<file path="src/rtl/drive_command_sequencer.sv">
// Debounced pushbutton front end plus a SETUP/STROBE/HOLD sequencer that hands a
// latched drive command (or a speed clear) to the speed display.
module drive_command_sequencer #(
    parameter int DEBOUNCE_CYCLES = 1000000,
    parameter int STROBE_CYCLES   = 4,
    parameter int HOLD_CYCLES     = 4
) (
    input  logic       clk,
    input  logic       reset,
    input  logic       key_go_n,
    input  logic       key_clr_n,
    input  logic [1:0] sw_instruction,
    input  logic [1:0] sw_torque,
    input  logic       sw_enable,
    output logic [1:0] instruction,
    output logic [1:0] torque,
    output logic       enable,
    output logic       vel_clear,
    output logic       read_enable,
    output logic       busy,
    output logic [7:0] cmd_count
);

    localparam int DBW  = (DEBOUNCE_CYCLES > 1) ? $clog2(DEBOUNCE_CYCLES) : 1;
    localparam int PMAX = (STROBE_CYCLES > HOLD_CYCLES) ? STROBE_CYCLES : HOLD_CYCLES;
    localparam int PW   = (PMAX > 1) ? $clog2(PMAX) : 1;

    localparam logic [DBW-1:0] DB_LAST     = DBW'(DEBOUNCE_CYCLES - 1);
    localparam logic [PW-1:0]  STROBE_LAST = PW'(STROBE_CYCLES - 1);
    localparam logic [PW-1:0]  HOLD_LAST   = PW'(HOLD_CYCLES - 1);

    typedef enum logic [2:0] {
        IDLE,
        SETUP,
        STROBE,
        HOLD,
        RELEASE
    } state_t;

    // Key index 0 is the go key, index 1 the clear key.
    logic [1:0]     sync_p0;
    logic [1:0]     sync_p1;
    logic [1:0]     db_level;
    logic [1:0]     db_level_d;
    logic [DBW-1:0] db_cnt [2];

    state_t         state;
    state_t         state_nxt;
    logic [PW-1:0]  phase_cnt;
    logic           boot_clr;
    logic           from_boot;
    logic           start;
    logic           start_clr;
    logic           go_press;
    logic           clr_press;

    // Stage p0/p1: two-flop synchroniser, then a debouncer that only moves the
    // accepted level after DEBOUNCE_CYCLES consecutive samples disagree with it.
    always_ff @(posedge clk) begin
        if (reset) begin
            sync_p0    <= 2'b11;
            sync_p1    <= 2'b11;
            db_level   <= 2'b11;
            db_level_d <= 2'b11;
            for (int k = 0; k < 2; k++) begin
                db_cnt[k] <= '0;
            end
        end else begin
            sync_p0    <= {key_clr_n, key_go_n};
            sync_p1    <= sync_p0;
            db_level_d <= db_level;
            for (int k = 0; k < 2; k++) begin
                if (sync_p1[k] == db_level[k]) begin
                    db_cnt[k] <= '0;
                end else if (db_cnt[k] == DB_LAST) begin
                    db_level[k] <= sync_p1[k];
                    db_cnt[k]   <= '0;
                end else begin
                    db_cnt[k] <= db_cnt[k] + DBW'(1);
                end
            end
        end
    end

    assign go_press  = db_level_d[0] & ~db_level[0];
    assign clr_press = db_level_d[1] & ~db_level[1];
    assign busy      = (state != IDLE);

    // Sequencer: a pending post-reset clear outranks keys, and clear outranks go.
    always_comb begin
        state_nxt = state;
        start     = 1'b0;
        start_clr = 1'b0;
        case (state)
            IDLE: begin
                if (boot_clr || clr_press) begin
                    state_nxt = SETUP;
                    start     = 1'b1;
                    start_clr = 1'b1;
                end else if (go_press) begin
                    state_nxt = SETUP;
                    start     = 1'b1;
                end
            end
            SETUP:   state_nxt = STROBE;
            STROBE:  if (phase_cnt == STROBE_LAST) state_nxt = HOLD;
            HOLD:    if (phase_cnt == HOLD_LAST) state_nxt = from_boot ? IDLE : RELEASE;
            RELEASE: if (vel_clear ? db_level[1] : db_level[0]) state_nxt = IDLE;
            default: state_nxt = IDLE;
        endcase
    end

    always_ff @(posedge clk) begin
        if (reset) begin
            state       <= IDLE;
            phase_cnt   <= '0;
            boot_clr    <= 1'b1;
            from_boot   <= 1'b0;
            instruction <= 2'b00;
            torque      <= 2'b00;
            enable      <= 1'b0;
            vel_clear   <= 1'b0;
            read_enable <= 1'b0;
            cmd_count   <= 8'd0;
        end else begin
            state       <= state_nxt;
            read_enable <= (state_nxt == STROBE);
            if (state_nxt != state) begin
                phase_cnt <= '0;
            end else if (state == STROBE || state == HOLD) begin
                phase_cnt <= phase_cnt + PW'(1);
            end
            if (state == IDLE) begin
                enable <= sw_enable;
            end
            if (start) begin
                instruction <= sw_instruction;
                torque      <= sw_torque;
                vel_clear   <= start_clr;
                from_boot   <= boot_clr;
                boot_clr    <= 1'b0;
            end
            if (state == SETUP && !vel_clear) begin
                cmd_count <= cmd_count + 8'd1;
            end
        end
    end

endmodule

</file>
<file path="config.mk">
export PLATFORM = sky130hd
export DESIGN_NAME = drive_command_sequencer
export DESIGN_NICKNAME = d
export VERILOG_FILES = /design/src/rtl/drive_command_sequencer.sv
export SDC_FILE = /design/constraint.sdc
export NUM_CORES = 1
export LEC_CHECK = 0
export BUFFER_PORTS_ARGS = -buffer_cell sky130_fd_sc_hd__buf_2
export CORE_MARGIN = 1.5
export CORE_UTILIZATION = 50
export CTS_CLUSTER_DIAMETER = 100
export CTS_CLUSTER_SIZE = 24
export DETAILED_ROUTE_END_ITERATION = 7
export GPL_ROUTABILITY_DRIVEN = 0
export PLACE_DENSITY = 0.68
export SLEW_MARGIN = 30
export SYNTH_ARGS = -nofsm -noshare
export SYNTH_HDL_FRONTEND = slang
export SYNTH_SLANG_ARGS = --single-unit
</file>
<file path="constraint.sdc">
create_clock -name clk -period 2.79 [get_ports clk]
set_input_delay 0.1395 -clock clk [delete_from_list [all_inputs] [get_ports clk]]
set_output_delay 0.1395 -clock clk [all_outputs]
set_load 0.02 [all_outputs]
</file>
==> After elaboration in Yosys (flattened, before gate mapping) <==
Memories as Yosys holds them, arrays and structs flattened.
Index checks and enable logic that the tools add are counted.
{ "word_totals": {"register_bits": 30, "mem_bits_rw": 40, "in_bits": 9, "output_inout_bits": 16, "wordCells": 95, "n_memories": 1} }
{ "memory_table": {"columns": ["memory", "depth", "word_bits", "read_ports", "rd_clocked_by_memory_dff", "wr", "line", "text"], "rows": [
  ["db_cnt", 2, 20, 2, 0, 2, "45", "logic [DBW-1:0] db_cnt [2];"]
]} }
{ "classes": {"addsub": 4, "eq_ne": 11, "n_mux": 43, "bitwise_logic": 12, "n_reduce_logical": 9} }
{ "ops": {"columns": ["operator", "n"], "rows": [
  ["20-bit two-way mux", 6],
  ["20-bit by 1-bit adder with 20-bit output (second input constant)", 2],
  ["20-bit equality test (second input constant)", 2],
  ["1-bit two-way mux", 30],
  ["3-bit two-way mux", 6],
  ["3-bit one-hot mux with 5 select lines", 1],
  ["3-bit by 2-bit equality test with 1-bit output (second input constant)", 3],
  ["8-bit by 1-bit adder with 8-bit output (second input constant)", 1],
  ["1-bit bitwise OR", 6],
  ["1-bit inverter", 4],
  ["2-bit AND reduction", 2],
  ["3-bit by 1-bit equality test with 1-bit output (second input constant)", 1],
  ["3-bit equality test (second input constant)", 1],
  ["3-bit logical NOT", 1],
  ["3-bit != test", 1],
  ["3-bit nonzero test", 1],
  ["2-bit by 1-bit adder with 2-bit output (second input constant)", 1],
  ["1-bit bitwise AND", 2],
  ["1-bit equality test", 2],
  ["2-bit equality test (second input constant)", 1],
  ["1-bit logical OR", 2],
  ["2-bit OR reduction", 1],
  ["1-bit logical AND", 1],
  ["1-bit logical NOT", 1]
]} }

==> Longest topological paths before layout <==
{ "logic_depth": {"depth_word": 7, "depth_mapped": 7, "ltp_nobuf": 5} }

==> Worst setup path before layout <==
Ideal clock, no wire load.
{ "synth_timing": {"path_kind": "reg-to-reg", "startpoint": "mem db_cnt[1][13] (netlist name)", "endpoint": "mem db_cnt[1][9] (netlist name) (data pin)", "setup_ns": 0.254, "arrival_ns": 1.929, "required_ns": 2.536, "slack_ns": 0.607, "path_stages_with_launch": 6, "path_buffers": 1, "synth_period_minus_slack_ns": 2.183, "path_cell_list": "edfxtp_1 -> or4_1 -> or4_4 -> o21ai_4 -> buf_4 -> nor2_1"} }
{ "synth_rtl": {"columns": ["item", "line"], "rows": [
  ["start, declared", "45"]
]} }

==> run summary <==
DR pass1 iterations = 4
clk_lat worst skew = 340 ps
initial antenna violation count = 0
Post-Syn Area = 3470 um^2
Non-Filler Instances = 497
routed vias = 2541
GRT Residual Overflow = 0
# DRC = 0
Final Instance Area = 4000 um^2
DIE AREA = 7450 um^2
Worst EP required = 2860 ps
Antenna Cells = 0
hold_ws = 31.7 ps
Yosys top cell area share = 34.6%
worst hold path type = primary input to register
first-pass GRT wire length = 10100 um
vias in the first global route = 2337
H-tree Lvls = 3
setup TNS = 0 ps
Max FO, Critical Path = 19
arrival time at the worst endpoint = 2400 ps
Leak = 1.47 nW
Worst IR Drop VDD = 349 uV
ratio of cells with drive above 1 in the final layout = 13.4%
Core Area = 6760 um^2
Avg Inst Size Synth = 10.0 um^2
dpl hpwl = 4260 um
Synth warnings = 0
Total Wirelength = 5860 um
fillers = 597
Routed Antenna Nets = 0
EDFF count, synth = 40
Die Width = 86.3 um
CTS tree = done
die extent in y = 86.3 um
Overall Power = 0.00210 W
Routed WL per cell = 11.8 um
final hold violations = 0
largest net degree at the start of global routing = 33
Synth cell types = 44
Top-Level Pins = 25
row cnt = 30
max capacitance violation total = 0
final setup fails = 0
crit path launch type = register
RSZ-0062 raised after global routing = no
clock-pin slew on the worst setup and hold paths = 70 ps
PwrDens = 526 nW/um^2
number of buffers created by CTS = 9
sequential area share after synthesis = 51.9%
worst-margin pin slew = 820 ps
Clock Sinks = 70
Nets = 426
fmax = 0.430 GHz
status = finished clean
Final Critical Period = 2330 ps
kind of critical path = register to register
Final period util = 83.4%
port bufs = 24
Most used DFF post-synth = edfxtp_1
initial core utilization = 51.4%
FF+latch count, synth = 70
Syn Inst Count = 346
via/cell ratio = 5.11
Slew Limit Fails = 0
Longest Clk Path Bufs = 2
Max Clock Skew = 5.04 ps
Placed Cells = 479
relative slew slack = 45.2%
root buffer cell = clkbuf_8
area leader, netlist = edfxtp_1
Async SR Flop Fraction = 0%
total track usage = 17.3%
Area after DPL = 3800 um^2
Initial DRC Count = 94
P&R area growth vs syn = 15.1%
dominant cells by area after synthesis = edfxtp_1, dfxtp_1, xnor2_1
Crit. End Element = register
## layer usage
layer,share of wire (%),track usage (%),up-vias
li1,-,-,1331
met1,48,21.2,1173
met2,48,28.2,32
met3,3.1,6.10,5
met4,1.0,6.16,0
met5,0,0,-
## cell families after synthesis
| logic type | share of synthesized area [%] |
|---|---|
| and+or+nand+nor | 25.4 |
| xor gates and xnor gates | 9.84 |
| adders and majority gates | 1.80 |
| buffers and inverters | 2.88 |
| other | 0.108 |
| muxes | 2.02 |
| AOI/OAI and AO/OA | 6.09 |
| DFF | 51.9 |
## placed cells by master (no fill, tap or decap), types with 13 or more instances in the layout
master    Yosys  layout
edfxtp_1     40      40
dfxtp_1      30      30
nor2_1       56      56
nand2_1      18      18
xnor2_1      27      27
buf_2         2      24
a21oi_1      13      13
conb_1        1      40
nand4_1      15      15
nand3_1      15      15
## flip-flops by register name, indices dropped and copies added, names as in the netlist
name / cells
db_cnt: 40
from_boot: 1
boot_clr: 1
read_enable: 1
sync_p1: 2
cmd_count: 8
state: 3
enable: 1
db_level_d: 2
instruction: 2
torque: 2
vel_clear: 1
sync_p0: 2
db_level: 2
phase_cnt: 2
## synthesized netlist by cell type (2+ instances only)
cell type and n:
a21oi_1 13, buf_2 2, o21a_1 2, or3_1 4, o21ai_0 6, nor2_1 56
mux2i_1 7, inv_1 12, a211oi_1 2, nand4_1 15, nand4bb_1 2, buf_4 2
and3_1 3, or2_2 9, ha_1 5, nand3_1 15, o31ai_1 4, nor2b_1 4
dfxtp_1 30, edfxtp_1 40, nor4b_1 4, xor2_1 12, nor3_1 10, nand2b_1 2
clkbuf_1 8, xnor2_1 27, nor4_1 10, nand2_1 18, or4_1 7
## worst max-delay path: stages (launching register included)
cell and delay [ps]:
edfxtp_1 440, or4_1 540, or4_4 550, o21ai_4 430, nor2_1 100
## timing repair
action                    4_1_cts  5_1_grt
hold endpoints to repair        2        0
resized for setup               0        0
buffers inserted                0        0
hold buffers                    2        0
## where the power goes
part	total [W]	switching, W	leakage [nW]	internal, W
registers	0.00120	0.0000559	0.658	0.00114
clock network	0.000715	0.000367	0.0900	0.000347
logic	0.000192	0.000111	0.719	0.0000816
total	0.00210	0.000534	1.47	0.00157
## cell type report
cell class	instances	area (um^2)	area share, %
clock buffers	11	141	3.54
clock inverters	5	32.5	0.814
inverters	12	45.0	1.13
multi-input cells	291	1720	43.1
flip-flops and latches	70	1800	45.1
well taps	80	100	2.50
repair buffers	28	155	3.88
## path summary, 6_finish.rpt
kind | cells after the start | slack (ps) | to | startpoint
max | 4 | 460 | db_cnt[1][13]$_SDFFCE_PN0P_ | db_cnt[1][13]$_SDFFCE_PN0P_
min reg2reg | 1 | 420 | sync_p1[1]$_SDFF_PP1_ | sync_p0[1]$_SDFF_PP1_
max reg2reg | 4 | 460 | db_cnt[1][13]$_SDFFCE_PN0P_ | db_cnt[1][13]$_SDFFCE_PN0P_
min | 3 | 30 | instruction[1]$_SDFFE_PP0P_ | sw_instruction[1]
## metrics by stage
stage                     util (%)  worst slack (ps)
after global routing          59.2               327
after global placement        56.2               495
after detailed placement      56.3               453
after CTS                     59.2               444
after floorplan                  -               607
final                         59.2               463
Power figures use the tool's default switching activity.
